<file path="src/rtl/ram_arbiter_if.sv">
// Shared-RAM arbiter bus: two requester ports (CPU data port and serial
// loader), the single DATA_RAM port and the current-owner indication.
// The arbiter connects through the slave modport; the environment that
// drives the requests and models the RAM connects through the master modport.
interface ram_arbiter_if #(
    parameter int ADDR_W = 32,
    parameter int DATA_W = 32
);
    localparam int SEL_W = DATA_W / 8;

    // CPU requester
    logic              cpu_req;
    logic              cpu_we;
    logic [SEL_W-1:0]  cpu_sel;
    logic [ADDR_W-1:0] cpu_addr;
    logic [DATA_W-1:0] cpu_wdata;
    logic [DATA_W-1:0] cpu_rdata;
    logic              cpu_ack;

    // Serial-loader requester
    logic              ser_req;
    logic              ser_we;
    logic [SEL_W-1:0]  ser_sel;
    logic [ADDR_W-1:0] ser_addr;
    logic [DATA_W-1:0] ser_wdata;
    logic [DATA_W-1:0] ser_rdata;
    logic              ser_ack;

    // Shared RAM port
    logic              ram_ce;
    logic              ram_we;
    logic [SEL_W-1:0]  ram_sel;
    logic [ADDR_W-1:0] ram_addr;
    logic [DATA_W-1:0] ram_wdata;
    logic [DATA_W-1:0] ram_rdata;

    // Current grant: 00 none, 01 CPU, 10 serial
    logic [1:0]        owner;

    modport slave (
        input  cpu_req, cpu_we, cpu_sel, cpu_addr, cpu_wdata,
        output cpu_rdata, cpu_ack,
        input  ser_req, ser_we, ser_sel, ser_addr, ser_wdata,
        output ser_rdata, ser_ack,
        output ram_ce, ram_we, ram_sel, ram_addr, ram_wdata,
        input  ram_rdata,
        output owner
    );

    modport master (
        output cpu_req, cpu_we, cpu_sel, cpu_addr, cpu_wdata,
        input  cpu_rdata, cpu_ack,
        output ser_req, ser_we, ser_sel, ser_addr, ser_wdata,
        input  ser_rdata, ser_ack,
        input  ram_ce, ram_we, ram_sel, ram_addr, ram_wdata,
        output ram_rdata,
        input  owner
    );
endinterface

</file>
<file path="src/rtl/ram_arbiter.sv">
// Two-requester arbiter for a single-port DATA_RAM. Each access is one
// grant cycle (ram_ce high) followed by a one-cycle ack carrying the
// registered read data. The CPU has priority, but after STARVE_MAX
// consecutive CPU grants taken while the serial loader waits, the serial
// loader wins the next decision.
module ram_arbiter #(
    parameter int ADDR_W     = 32,
    parameter int DATA_W     = 32,
    parameter int STARVE_MAX = 4
) (
    input  logic         clk,
    input  logic         rst,
    ram_arbiter_if.slave bus
);
    localparam int SEL_W = DATA_W / 8;
    localparam int CNT_W = (STARVE_MAX < 1) ? 1 : $clog2(STARVE_MAX + 1);
    localparam logic [CNT_W-1:0] CNT_MAX = CNT_W'(STARVE_MAX);

    // Encoding chosen so the state value doubles as the owner code
    typedef enum logic [1:0] {
        IDLE  = 2'b00,
        G_CPU = 2'b01,
        G_SER = 2'b10
    } state_t;

    state_t            state;
    state_t            state_next;

    logic [CNT_W-1:0]  starve_cnt;

    logic              lat_we;
    logic [SEL_W-1:0]  lat_sel;
    logic [ADDR_W-1:0] lat_addr;
    logic [DATA_W-1:0] lat_wdata;

    logic              cpu_ack;
    logic              ser_ack;
    logic [DATA_W-1:0] cpu_rdata;
    logic [DATA_W-1:0] ser_rdata;

    logic              cpu_elig;
    logic              ser_elig;
    logic              ser_first;
    logic              grant_cpu;
    logic              grant_ser;

    // A requester whose ack is high this cycle is still holding its old req
    assign cpu_elig  = bus.cpu_req & ~cpu_ack;
    assign ser_elig  = bus.ser_req & ~ser_ack;
    assign ser_first = (starve_cnt == CNT_MAX);

    // Grant decision and next state. The ack cycle is a turnaround with no
    // grant at all, so a CPU that keeps re-requesting and a waiting serial
    // loader compete together in the following IDLE cycle and the
    // starvation count decides between them.
    always_comb begin
        // NOTE: every signal gets a default first so no path infers a latch
        state_next = state;
        grant_cpu  = 1'b0;
        grant_ser  = 1'b0;
        case (state)
            IDLE: begin
                if (!cpu_ack && !ser_ack) begin
                    if (ser_elig && (ser_first || !cpu_elig)) begin
                        grant_ser  = 1'b1;
                        state_next = G_SER;
                    end else if (cpu_elig) begin
                        grant_cpu  = 1'b1;
                        state_next = G_CPU;
                    end
                end
            end
            G_CPU, G_SER: state_next = IDLE;
            default:      state_next = IDLE;
        endcase
    end

    // State register
    always_ff @(posedge clk or posedge rst) begin
        // NOTE: sequential state uses non-blocking assignments so every flop
        // samples pre-edge values
        if (rst) state <= IDLE;
        else     state <= state_next;
    end

    // Capture the winner's access fields on the grant edge
    always_ff @(posedge clk or posedge rst) begin
        if (rst) begin
            lat_we    <= 1'b0;
            lat_sel   <= '0;
            lat_addr  <= '0;
            lat_wdata <= '0;
        end else if (grant_cpu) begin
            lat_we    <= bus.cpu_we;
            lat_sel   <= bus.cpu_sel;
            lat_addr  <= bus.cpu_addr;
            lat_wdata <= bus.cpu_wdata;
        end else if (grant_ser) begin
            lat_we    <= bus.ser_we;
            lat_sel   <= bus.ser_sel;
            lat_addr  <= bus.ser_addr;
            lat_wdata <= bus.ser_wdata;
        end
    end

    // Completion: register RAM read data and pulse the owner's ack once
    always_ff @(posedge clk or posedge rst) begin
        if (rst) begin
            cpu_ack   <= 1'b0;
            ser_ack   <= 1'b0;
            cpu_rdata <= '0;
            ser_rdata <= '0;
        end else begin
            cpu_ack <= (state == G_CPU);
            ser_ack <= (state == G_SER);
            if (state == G_CPU) cpu_rdata <= bus.ram_rdata;
            if (state == G_SER) ser_rdata <= bus.ram_rdata;
        end
    end

    // Consecutive CPU grants taken while serial waits, saturating
    always_ff @(posedge clk or posedge rst) begin
        if (rst) begin
            starve_cnt <= '0;
        end else if (!bus.ser_req || grant_ser) begin
            starve_cnt <= '0;
        end else if (grant_cpu && ser_elig && (starve_cnt != CNT_MAX)) begin
            starve_cnt <= starve_cnt + 1'b1;
        end
    end

    // Drive the shared RAM port from the latched fields only while granted;
    // being decoded from state, ram_ce drops the instant reset is applied
    always_comb begin
        bus.ram_ce    = 1'b0;
        bus.ram_we    = 1'b0;
        bus.ram_sel   = '0;
        bus.ram_addr  = '0;
        bus.ram_wdata = '0;
        bus.owner     = 2'b00;
        if (state == G_CPU || state == G_SER) begin
            bus.ram_ce    = 1'b1;
            bus.ram_we    = lat_we;
            bus.ram_sel   = lat_sel;
            bus.ram_addr  = lat_addr;
            bus.ram_wdata = lat_wdata;
            bus.owner     = {state == G_SER, state == G_CPU};
        end
    end

    assign bus.cpu_ack   = cpu_ack;
    assign bus.ser_ack   = ser_ack;
    assign bus.cpu_rdata = cpu_rdata;
    assign bus.ser_rdata = ser_rdata;
endmodule

</file>
<file path="src/flat_wrapper.sv">
// flat-port wrapper written by rule: the top's interface ports become plain ports
module ram_arbiter_flat 
#(
    parameter int ADDR_W     = 32,
    parameter int DATA_W     = 32,
    parameter int STARVE_MAX = 4
)
  (clk, rst, bus_cpu_req, bus_cpu_we, bus_cpu_sel, bus_cpu_addr, bus_cpu_wdata, bus_cpu_rdata, bus_cpu_ack, bus_ser_req, bus_ser_we, bus_ser_sel, bus_ser_addr, bus_ser_wdata, bus_ser_rdata, bus_ser_ack, bus_ram_ce, bus_ram_we, bus_ram_sel, bus_ram_addr, bus_ram_wdata, bus_ram_rdata, bus_owner);
  ram_arbiter_if #(.ADDR_W(ADDR_W), .DATA_W(DATA_W)) bus_i ();
  input  logic clk;
  input  logic rst;
  input wire logic [$bits(bus_i.cpu_req)-1:0] bus_cpu_req;
  input wire logic [$bits(bus_i.cpu_we)-1:0] bus_cpu_we;
  input wire logic [$bits(bus_i.cpu_sel)-1:0] bus_cpu_sel;
  input wire logic [$bits(bus_i.cpu_addr)-1:0] bus_cpu_addr;
  input wire logic [$bits(bus_i.cpu_wdata)-1:0] bus_cpu_wdata;
  output wire logic [$bits(bus_i.cpu_rdata)-1:0] bus_cpu_rdata;
  output wire logic [$bits(bus_i.cpu_ack)-1:0] bus_cpu_ack;
  input wire logic [$bits(bus_i.ser_req)-1:0] bus_ser_req;
  input wire logic [$bits(bus_i.ser_we)-1:0] bus_ser_we;
  input wire logic [$bits(bus_i.ser_sel)-1:0] bus_ser_sel;
  input wire logic [$bits(bus_i.ser_addr)-1:0] bus_ser_addr;
  input wire logic [$bits(bus_i.ser_wdata)-1:0] bus_ser_wdata;
  output wire logic [$bits(bus_i.ser_rdata)-1:0] bus_ser_rdata;
  output wire logic [$bits(bus_i.ser_ack)-1:0] bus_ser_ack;
  output wire logic [$bits(bus_i.ram_ce)-1:0] bus_ram_ce;
  output wire logic [$bits(bus_i.ram_we)-1:0] bus_ram_we;
  output wire logic [$bits(bus_i.ram_sel)-1:0] bus_ram_sel;
  output wire logic [$bits(bus_i.ram_addr)-1:0] bus_ram_addr;
  output wire logic [$bits(bus_i.ram_wdata)-1:0] bus_ram_wdata;
  input wire logic [$bits(bus_i.ram_rdata)-1:0] bus_ram_rdata;
  output wire logic [$bits(bus_i.owner)-1:0] bus_owner;
  assign bus_i.cpu_req = bus_cpu_req;
  assign bus_i.cpu_we = bus_cpu_we;
  assign bus_i.cpu_sel = bus_cpu_sel;
  assign bus_i.cpu_addr = bus_cpu_addr;
  assign bus_i.cpu_wdata = bus_cpu_wdata;
  assign bus_cpu_rdata = bus_i.cpu_rdata;
  assign bus_cpu_ack = bus_i.cpu_ack;
  assign bus_i.ser_req = bus_ser_req;
  assign bus_i.ser_we = bus_ser_we;
  assign bus_i.ser_sel = bus_ser_sel;
  assign bus_i.ser_addr = bus_ser_addr;
  assign bus_i.ser_wdata = bus_ser_wdata;
  assign bus_ser_rdata = bus_i.ser_rdata;
  assign bus_ser_ack = bus_i.ser_ack;
  assign bus_ram_ce = bus_i.ram_ce;
  assign bus_ram_we = bus_i.ram_we;
  assign bus_ram_sel = bus_i.ram_sel;
  assign bus_ram_addr = bus_i.ram_addr;
  assign bus_ram_wdata = bus_i.ram_wdata;
  assign bus_i.ram_rdata = bus_ram_rdata;
  assign bus_owner = bus_i.owner;
  ram_arbiter #(.ADDR_W(ADDR_W), .DATA_W(DATA_W), .STARVE_MAX(STARVE_MAX)) u_core (.clk(clk), .rst(rst), .bus(bus_i));
endmodule
</file>
<file path="config.mk">
export PLATFORM = sky130hd
export DESIGN_NAME = ram_arbiter_flat
export DESIGN_NICKNAME = d
export VERILOG_FILES = /design/src/rtl/ram_arbiter_if.sv /design/src/rtl/ram_arbiter.sv /design/src/flat_wrapper.sv
export SDC_FILE = /design/constraint.sdc
export NUM_CORES = 1
export LEC_CHECK = 0
export BUFFER_PORTS_ARGS = -buffer_cell sky130_fd_sc_hd__buf_2
export CORE_MARGIN = 8
export CORE_UTILIZATION = 44
export DETAILED_ROUTE_END_ITERATION = 10
export PLACE_DENSITY = 0.74
export SYNTH_ARGS = -nofsm -noshare
export SYNTH_HDL_FRONTEND = slang
export SYNTH_SLANG_ARGS = --single-unit
</file>
<file path="constraint.sdc">
create_clock -name clk -period 3.8 [get_ports clk]
set_input_delay 0.19 -clock clk [delete_from_list [all_inputs] [get_ports clk]]
set_output_delay 0.19 -clock clk [all_outputs]
set_load 0.005 [all_outputs]
</file>
### Word level (Yosys, flattened, before mapping)

Index checks and enable logic that the tools add are counted.

* equal/unequal tests: 6
* bitwise gates (word level): 4
* mux-type cells: 27
* reduce and logical (&&, ||, !) cells: 15
* $add $sub $neg: 1

Operators with widths (number)
* $mux W32: 6
* $mux W4: 3
* $mux W1: 11
* $mux W2: 5
* $mux W3: 2
* $logic_and A1 B1 Y1: 4
* $logic_not A1 Y1: 4
* $reduce_bool A2 Y1: 2
* $add A3 B1 Y3 const B: 1
* $eq A3 B3 Y1 const B: 1
* $logic_or A1 B1 Y1: 3
* $ne A3 B1 Y1 const B: 1
* $ne A3 B3 Y1 const B: 1
* $and A1 B1 Y1: 2
* $eq A2 B1 Y1 const B: 1
* $eq A2 B2 Y1 const B: 1
* $logic_not A2 Y1: 1
* $ne A2 B1 Y1 const B: 1
* $not A1 Y1: 2
* $reduce_and A2 Y1: 1

* input port bits: 174
* word-level logic and storage cells: 63
* output and inout bits: 138
* bits in registers: 140

### Longest topological paths before layout

Gate-level depths: netlist (run 1).

* depth in word-level cells: 12
* gate-level depth with buffers: 8
* mapped depth without buffers: 5

### Worst setup path before layout (run 1)

Ideal clock, no wire load.

* path kind: reg2reg
* start point: reg u_core.state[0]
* end point: reg u_core.lat_addr[12]
* path slack: 1.981 ns
* setup time: 0.121 ns
* data arrival time: 1.698 ns
* data required time: 3.679 ns
* path buffers: 2
* cell stages (with the launch flop): 8
* clock period less this slack: 1.819 ns
* cell sequence: dfrtp_1 > inv_1 > ha_1 > or3b_1 > buf_6 > buf_6 > a311o_1 > o22a_1

* cells in the longest elaborated chain, start to end: 3
* elaborated cells on any way between the ends: 5
* classes of those cells: mux: 3; reduce/logical: 2

Ends and longest elaborated chain
* start, declared: line ram_arbiter.sv:26 `state_t state;`
* start signal, assigned: line ram_arbiter.sv:83 `else state <= state_next;`
* $logic_not A2 Y1 *: line ram_arbiter.sv:61 `case (state)`
* $mux W1: line ram_arbiter.sv:61
* $mux W32 or $reduce_bool A2 Y1 (tied branches)
* end signal, assigned: line ram_arbiter.sv:96 `lat_addr <= bus.cpu_addr;`
* end signal, assigned: line ram_arbiter.sv:101 `lat_addr <= bus.ser_addr;`
* end, declared: line ram_arbiter.sv:33 `logic [ADDR_W-1:0] lat_addr;`

Every way passes the cells marked *; elsewhere a longest branch is shown, timed or not.
A chain may end at the register's enable or synchronous reset.

### Worst setup path in the final report (run 1)

* start point: reg u_core.state[1]
* end point: out bus_ram_wdata[2]

* cells in the longest elaborated chain, start to end: 3
* elaborated cells on any way between the ends: 4
* classes of those cells: eq/ne: 2; mux: 1; reduce/logical: 1

Ends and longest elaborated chain
* $eq A2 B1 Y1 or $eq A2 B2 Y1 (tied branches): line ram_arbiter.sv:141 `if (state == G_CPU || state == G_SER) begin`
* $logic_or A1 B1 Y1 *: line ram_arbiter.sv:141
* $mux W32 *: line ram_arbiter.sv:141
* end, declared: line flat_wrapper.sv:30 `output wire logic [$bits(bus_i.ram_wdata)-1:0] bus_ram_wdata;`

Marked as above.

==> metrics.md, run 1 <==
| Metric | Value |
|---|---|
| Syn Std Cell Area | 0.007248 sq mm |
| Number of flops mapped to enable cells by yosys | 0 |
| IR Drop Worst-Case VDD | 0.4739 mV |
| Maximum clock path buffer count | 2 |
| Peak fanout along the critical path | 70 |
| Hold buffer count at CTS | 14 |
| Min-delay worst type | in2async |
| Fraction of registers with async set or reset after synthesis | 100.0% |
| I/O Pins | 312 |
| Number of global-route vias before repair | 6805 |
| Overall via count from detail_route | 6518 |
| Worst Setup End Kind | output port |
| Ordered list of cells on the worst path | inv_1, ha_2, and2_1, buf_2 |
| Endpoints failing setup | 0 |
| Clock insertion delay at the later pin of the skew report | 0.43 ns |
| Max stage delay on crit path | 1.05 ns |
| PnR worst setup slack | 1.228 ns |
| Setup repair after global routing missed its margin | false |
| Final period util | 67.69% |
| Delay-heaviest family, CP | adder cells |
| Critical Path Slowest Stage Cell | ha_2 |
| Wire length per cell after detailed routing | 19.58 microns |
| Critical path class | reg2out |
| Row Count | 47 |
| Number of search-and-repair iterations in the first detailed-routing pass | 5 |
| Setup Total Neg Slack | 0 ns |
| Count of cell types in the netlist | 24 |
| DRC errors left | 0 |
| Arr. time, crit path | 2.38 ns |
| TritonCTS clock tree | yes |
| Max-capacitance violation count | 0 |
| Hold Violations, Final | 35 |
| Sequential cell area fraction in the yosys report | 48.33% |
| Layout area overhead | 32.44% |
| Antenna violations before repair | 0 |
| Buf/Inv on CP | 2 |
| Violations in the final reports | hold timing |
| First-iteration detailed-routing DRC count | 381 |
| Die W | 144.3 microns |
| Fraction of final layout cells with drive strength greater than 1 | 44.70% |
| Max Clk Rate | 0.3888 GHz |
| Static leakage | 0.004577 uW |
| Predominant post-synthesis flop cell | dfrtp_1 |
| Number of instances in the synthesized netlist | 660 |
| Number of buffers inserted by port buffering | 311 |
| Cell at the root of the clock tree | clkbuf_16 |
| Total number of nets in the final design | 1119 |
| Power per unit of standard cell area | 886.5 mW/mm^2 |
| Detailed placement HPWL | 15130 microns |
| Max-slew headroom at the worst pin | 26.01% |
| Post-Synthesis Mean Instance Area | 10.98 sq um |
| Most used cells in the layout excluding fill and tap cells | buf_2, dfrtp_1, inv_1 |
| Floorplan die height | 144.3 microns |
| Final core utilization | 58.72% |
| Number of storage elements in the synthesis netlist | 140 |
| Most common cell after layout, fill and taps aside | buf_2 |
| Fin. max-slew vios | 0 |
| Overall fraction of global-route tracks in use | 21.53% |
| Vias per inst | 5.552 |
| Area of the die | 0.02084 sq mm |
| Syn_nets | 839 |
| Time the worst path needs with I/O delays and setup | 2.572 ns |
| Largest net degree at the start of global routing | 141 |
| Global-route wire length before repair | 35260 microns |
| Hold slack | -0.05156 ns |
| Clock sink count | 140 |
| Routability congestion estimate | 0.7685 |
| Buffers inserted during post-CTS setup optimization | 0 |
| Pre-CTS WS | 1.451 ns |
| Post-CTS Resized | 0 |
| Clock transition at the registers of the reported paths | 0.07 ns |
| Filler cell count in the final layout | 1448 |
| Yosys warnings | 0 |
| Top post-synthesis cells by area | dfrtp_1, mux2_2, a311o_1 |
| Data required time of the critical path | 3.61 ns |
| Effective utilization at floorplan | 44.34% |
| FF-to-FF setup slack | 1.44 ns |
| Total Routed Length | 22980 microns |
| Clock tree skew after final layout | 0.01859 ns |
| Number of buffers created by CTS | 17 |
| Transition time at the pin with the least slew margin | 1.110 ns |
| Area of the core | 0.01635 sq mm |
| Run status | complete, but fails checks |
| Cell taking the most area after synthesis | dfrtp_1 |
| Maximum level of the CTS H-tree | 4 |
| Area fraction of the dominant cell type after synthesis | 48.33% |
| Post-route ant nets | 0 |
| Element type at the critical path start | register |
| Sum of overflow across all layers after global routing | 0 |
## worst reg2reg max path, stage by stage (launching register included)
cell	delay [ns]
dfrtp_1	0.40
inv_1	0.09
ha_2	0.19
or3b_2	0.49
nor2_4	0.59
buf_12	0.32
o22a_1	0.21
## synthesized netlist by cell type (2+ instances only)
library cell    n
buf_6           9
buf_2          10
nand2_1         3
nor3b_1         2
a31oi_1        70
o31ai_1         2
a21boi_0        5
a311o_1        69
nand3_1         5
inv_1          75
dfrtp_1       140
clkbuf_1       50
o22a_1         69
ha_1            5
buf_1           6
and2_1         69
mux2_2         64
## power breakdown
group / switching [uW] / internal, uW
clock network: 749 / 941
registers: 368 / 2230
logic: 2070 / 2150
total: 3180 / 5330
## cells by family (layout without fill, tap and decap cells)
family | Yosys count | in the layout | share of synthesized area, %
adders and majority gates | 5 | 5 | 0.8631
muxes | 64 | 64 | 9.943
DFF | 140 | 140 | 48.33
AOI/OAI and AO/OA | 216 | 216 | 24.70
buffers and inverters | 151 | 444 | 8.976
and+or+nand+nor | 84 | 84 | 7.181
other | 0 | 1 | 0
## sequential cells by signal, summed over array words and instances, names as in the netlist, 2 cells and up
| register | cells |
|---|---|
| u_core.lat_addr | 32 |
| u_core.bus.cpu_rdata | 32 |
| u_core.lat_sel | 4 |
| u_core.bus.ser_rdata | 32 |
| u_core.starve_cnt | 3 |
| u_core.lat_wdata | 32 |
| u_core.state | 2 |
## metal layers
metal | global-route usage [%] | routed length [microns]
met1 | 24.86 | 8607
met2 | 34.28 | 10950
met3 | 9.310 | 2843
met4 | 9.200 | 582
met5 | 0 | 0
## worst paths after layout
check                                  start                  endpoint  cells past startpoint
max                          u_core.state[1]          bus_ram_wdata[2]                      4
min                                      rst  u_core.bus.ser_rdata[11]                      3
max reg2reg                  u_core.state[0]      u_core.lat_wdata[22]                      6
min reg2reg                u_core.lat_sel[1]         u_core.lat_sel[1]                      1
max in group asynchronous                rst       u_core.lat_addr[10]                      3
min in group clk           bus_ram_rdata[29]  u_core.bus.cpu_rdata[29]                      2
## stage by stage
stage | instances | instance area, sq um | hold WS [ns] | total power (uW)
after floorplan | 660 | 7252 | 0.3260 | 5372
after global placement | 1127 | 8857 | 0.4367 | 6783
after detailed placement | 1127 | 8857 | 0.4396 | 6868
after CTS | 1173 | 9597 | 0.0001772 | 8605
after global routing | 1173 | 9597 | 0.001800 | 9103
final | 1174 | 9599 | -0.05156 | 8510
## layout make-up
type,instances,area (sq um),area share (%)
inverters,75,285.3,2.972
repair buffers,337,1814,18.90
multi-input cells,369,3119,32.49
clock inverters,15,173.9,1.812
clock buffers,17,425.4,4.432
flip-flops and latches,140,3503,36.50
well taps,220,275.3,2.868
diodes,1,2.502,0.02607
(Power assumes the default switching activity.)
==> run 2, diff against run 1 <==
--- a/config.mk
+++ b/config.mk
@@ -5,11 +5,12 @@
 export SDC_FILE = /design/constraint.sdc
 export NUM_CORES = 1
 export LEC_CHECK = 0
+export ABC_AREA = 1
 export BUFFER_PORTS_ARGS = -buffer_cell sky130_fd_sc_hd__buf_2
 export CORE_MARGIN = 8
-export CORE_UTILIZATION = 44
+export CORE_UTILIZATION = 43
 export DETAILED_ROUTE_END_ITERATION = 10
-export PLACE_DENSITY = 0.74
+export PLACE_DENSITY = 0.72
 export SYNTH_ARGS = -nofsm -noshare
 export SYNTH_HDL_FRONTEND = slang
 export SYNTH_SLANG_ARGS = --single-unit
==> constraint.sdc (replaced) <==
create_clock -name clk -period 2.2 [get_ports clk]
set_input_delay 0.11 -clock clk [delete_from_list [all_inputs] [get_ports clk]]
set_output_delay 0.11 -clock clk [all_outputs]
set_load 0.005 [all_outputs]
==> metrics.md, run 2 <==
| Metric | Value |
|---|---|
| Run status | completed |
| Most common cell after layout, fill and taps aside | buf_2 |
| Commonest cells in the netlist | nand2_1, inv_1, dfrtp_1 |
| Most used cells in the layout excluding fill and tap cells | buf_2, nand2_1, inv_1 |
| Wire length per cell after detailed routing | 15.91 microns (-19%) |
| Overall via count from detail_route | 6889 (+5.7%) |
| Antenna violations before repair | 0 (unchanged) |
| Cell taking the most area after synthesis | dfrtp_1 |
| Reg-to-Reg End | u_core.lat_wdata[0] |
| Final period util | 89.46% |
| DRC errors left | 0 (unchanged) |
| Pre-CTS WS | 0.3352 ns (-1.115 ns) |
| Detailed placement HPWL | 15500 microns (+2.4%) |
| Buf/Inv on CP | 4 (+2) |
| Min-delay worst type | in2reg |
| Startpoint of the most critical register-to-register path | u_core.starve_cnt[0] |
| Hold slack | 0.01551 ns (+0.06706 ns) |
| Hold Violations, Final | 0 (-100%) |
| Maximum level of the CTS H-tree | 4 (unchanged) |
| Max-capacitance violation count | 0 (unchanged) |
| Final core utilization | 61.88% (+3.2 points) |
| Worst Reg2Reg Path Length in Cells | 10 (+4) |
| TritonCTS clock tree | yes |
| Die W | 145.1 microns (+0.55%) |
| Total Routed Length | 22990 microns (about the same) |
| Effective utilization at floorplan | 43.56% (-0.78 points) |
| Overall fraction of global-route tracks in use | 21.58% (+0.057 points) |
| Maximum clock path buffer count | 2 (unchanged) |
| Area fraction of the dominant cell type after synthesis | 48.85% (+0.51 points) |
| Post-route ant nets | 0 (unchanged) |
| Most frequent cell on the critical path | inv_1 |
| Depth of the critical timing path with buffers and inverters included | 6 (+2) |
| Top post-synthesis cells by area | dfrtp_1, nand2_1, mux2_2 |
| Number of storage elements in the synthesis netlist | 140 (unchanged) |
| Arr. time, crit path | 1.86 ns (-0.52 ns) |
| Count of cell types in the netlist | 22 (-8.3%) |
| Largest net degree at the start of global routing | 141 (unchanged) |
| Setup Total Neg Slack | 0 ns (unchanged) |
| Yosys warnings | 0 (unchanged) |
| Sequential cell area fraction in the yosys report | 48.85% (+0.51 points) |
| Clock insertion delay at the later pin of the skew report | 0.41 ns (-0.02 ns) |
| Total area of sequential cells | 0.003503 sq mm (unchanged) |
| Hold buffer count at CTS | 67 (+53) |
| Clock tree skew after final layout | 0.008015 ns (-0.01057 ns) |
| Fraction of registers with async set or reset after synthesis | 100.0% (unchanged) |
| Syn Std Cell Area | 0.007172 sq mm (-1.1%) |
| Number of buffers inserted by port buffering | 311 (unchanged) |
| Ordered list of cells on the worst path | inv_1, ha_2, buf_4, nand2_1, inv_1, buf_2 |
| Post-Synthesis Mean Instance Area | 8.378 sq um (-24%) |
| Cell at the root of the clock tree | clkbuf_16 |
| Fraction of final layout cells with drive strength greater than 1 | 34.29% (-10 points) |
| Time the worst path needs with I/O delays and setup | 1.968 ns |
| Predominant post-synthesis flop cell | dfrtp_1 |
| Filler cell count in the final layout | 1426 (-1.5%) |
| Number of search-and-repair iterations in the first detailed-routing pass | 5 (unchanged) |
| IR Drop Worst-Case VDD | 0.7960 mV (+68%) |
| Data required time of the critical path | 2.09 ns (-1.52 ns) |
| Worst Setup EP | bus_ram_addr[3] |
| Number of buffers created by CTS | 17 (unchanged) |
| Fin. max-slew vios | 0 (unchanged) |
| Total number of nets in the final design | 1393 (+24%) |
| Clock transition at the registers of the reported paths | 0.06 ns (about the same) |
| I/O Pins | 312 (unchanged) |
| Max Clk Rate | 0.5081 GHz |
| Static leakage | 0.006043 uW (+32%) |
| Number of flops mapped to enable cells by yosys | 0 (unchanged) |
| Global-route wire length before repair | 37250 microns (+5.7%) |
| Layout area overhead | 42.06% |
| Delay-heaviest family, CP | buffers and inverters |
| Setup repair after global routing missed its margin | false |
| Max stage delay on crit path | 0.36 ns (-0.69 ns) |
| Routability congestion estimate | 0.8311 (+8.1%) |
| Number of instances in the synthesized netlist | 856 (+30%) |
| Critical path class | reg2out |
| Critical Path Slowest Stage Cell | dfrtp_1 |
| Number of global-route vias before repair | 7249 (+6.5%) |
| First-iteration detailed-routing DRC count | 473 (+24%) |
| Sum of overflow across all layers after global routing | 0 (unchanged) |
| Transition time at the pin with the least slew margin | 0.7625 ns (-0.3473 ns) |
| Critical path launch point | u_core.state[1] |
| Element type at the critical path start | register |
| Area of the die | 0.02107 sq mm (+1.1%) |
| FF-to-FF setup slack | 0.31 ns (-1.13 ns) |
| Number of placed instances with taps included | 1348 (+20%) |
| Max-slew headroom at the worst pin | 49.16% (+23 points) |
| Multi-input gate area in the final layout | 0.002851 sq mm (-8.6%) |
| Layout Cells excl Fill | 1445 (+23%) |
| Worst Setup End Kind | output port |
| Buffers inserted during post-CTS setup optimization | 0 (unchanged) |
| PnR worst setup slack | 0.2318 ns (-0.9961 ns) |
| Syn_nets | 1035 (+23%) |
| Power per unit of standard cell area | 1340 mW/mm^2 (+51%) |
| Post-CTS Resized | 0 (unchanged) |
| Number of antenna diodes | 0 (-1) |
| Vias per inst | 4.767 (-14%) |
| Most numerous cell in the Yosys netlist | nand2_1 |
| Floorplan die height | 145.1 microns (+0.55%) |
| Row Count | 47 (unchanged) |
| Clock sink count | 140 (unchanged) |
| Peak fanout along the critical path | 37 (-47%) |
| Area of the core | 0.01647 sq mm (+0.72%) |
| Endpoints failing setup | 0 (unchanged) |
[run 2: changes by cell type in the layout (fill, tap and decap cells not counted), moves of 5 or more]
cell,delta
nand2_1,+283
inv_1,+72
a31oi_1,-70
a311o_1,-69
and2_1,-69
o22a_1,-69
nand3_1,+68
nand3b_1,+68
dlygate4sd3_1,+53
mux2_1,+8
mux2_2,-8
a21boi_0,-5
inv_8,-5
[run 2: area by class of cell]
class                      count  area share (%)
timing repair buffer         391           23.55
clock inverter                13           1.633
multi-input combinational    514           27.99
sequential                   140           34.39
tap                          220           2.702
inverter                     150           5.563
clock buffer                  17           4.175
[run 2: worst min path at each step]
stage,start,cells after the start,to,slack [ns]
2_1_floorplan,bus_ram_rdata[23],1,u_core.bus.cpu_rdata[23],0.24
5_1_grt,bus_cpu_addr[24],4,u_core.lat_addr[24],0.02
3_5_place_dp,bus_ram_rdata[17],2,u_core.bus.ser_rdata[17],0.35
6_report,bus_ser_addr[12],5,u_core.lat_addr[12],0.02
3_3_place_gp,bus_ram_rdata[18],2,u_core.bus.ser_rdata[18],0.34
4_1_cts,bus_ser_addr[13],5,u_core.lat_addr[13],0.0003
[run 2: power by group]
part	leakage (uW)	internal, uW	switching (uW)	total [uW]
Clock	0.000282	1780	1120	2900
Combinational	0.00407	2660	3530	6190
Sequential	0.00170	3880	675	4550
Total	0.00604	8320	5330	13600
[run 2: worst reg2reg max path: stages, from the launching register on]
cell,delay (ns)
dfrtp_1,0.38
inv_1,0.07
ha_1,0.19
nand2_1,0.08
nand3_1,0.11
nand2_2,0.13
nand2_4,0.07
nand2_4,0.28
buf_12,0.28
nand3_1,0.16
nand2_1,0.09
[run 2: kinds of logic (layout without fill, tap and decap cells)]
| group | Yosys count | count (layout) | share of synthesized area, % |
|---|---|---|---|
| buffers and inverters | 202 | 571 | 11.50 |
| AND/OR/NAND/NOR | 440 | 440 | 28.38 |
| adder cells (fa/ha/maj) | 5 | 5 | 0.8723 |
| AO/OA/AOI/OAI | 5 | 5 | 0.3489 |
| multiplexers | 64 | 64 | 10.05 |
| flip-flops | 140 | 140 | 48.85 |
[run 2: through the flow]
stage	instance area (sq um)	total power, uW
after floorplan	7176	8239
after global placement	8926	10550
after detailed placement	8926	10710
after CTS	10190	13770
after global routing	10190	14730
final	10190	13650
[run 2: routing by layer]
metal / vias to the layer above / share of wire, % / GRT usage [%]
met1: 3247 / 38 / 23.52
met2: 275 / 50 / 36.87
met5: - / 0 / 0
met4: 0 / 2.1 / 7.184
met3: 37 / 10 / 9.577
li1: 3330 / - / -
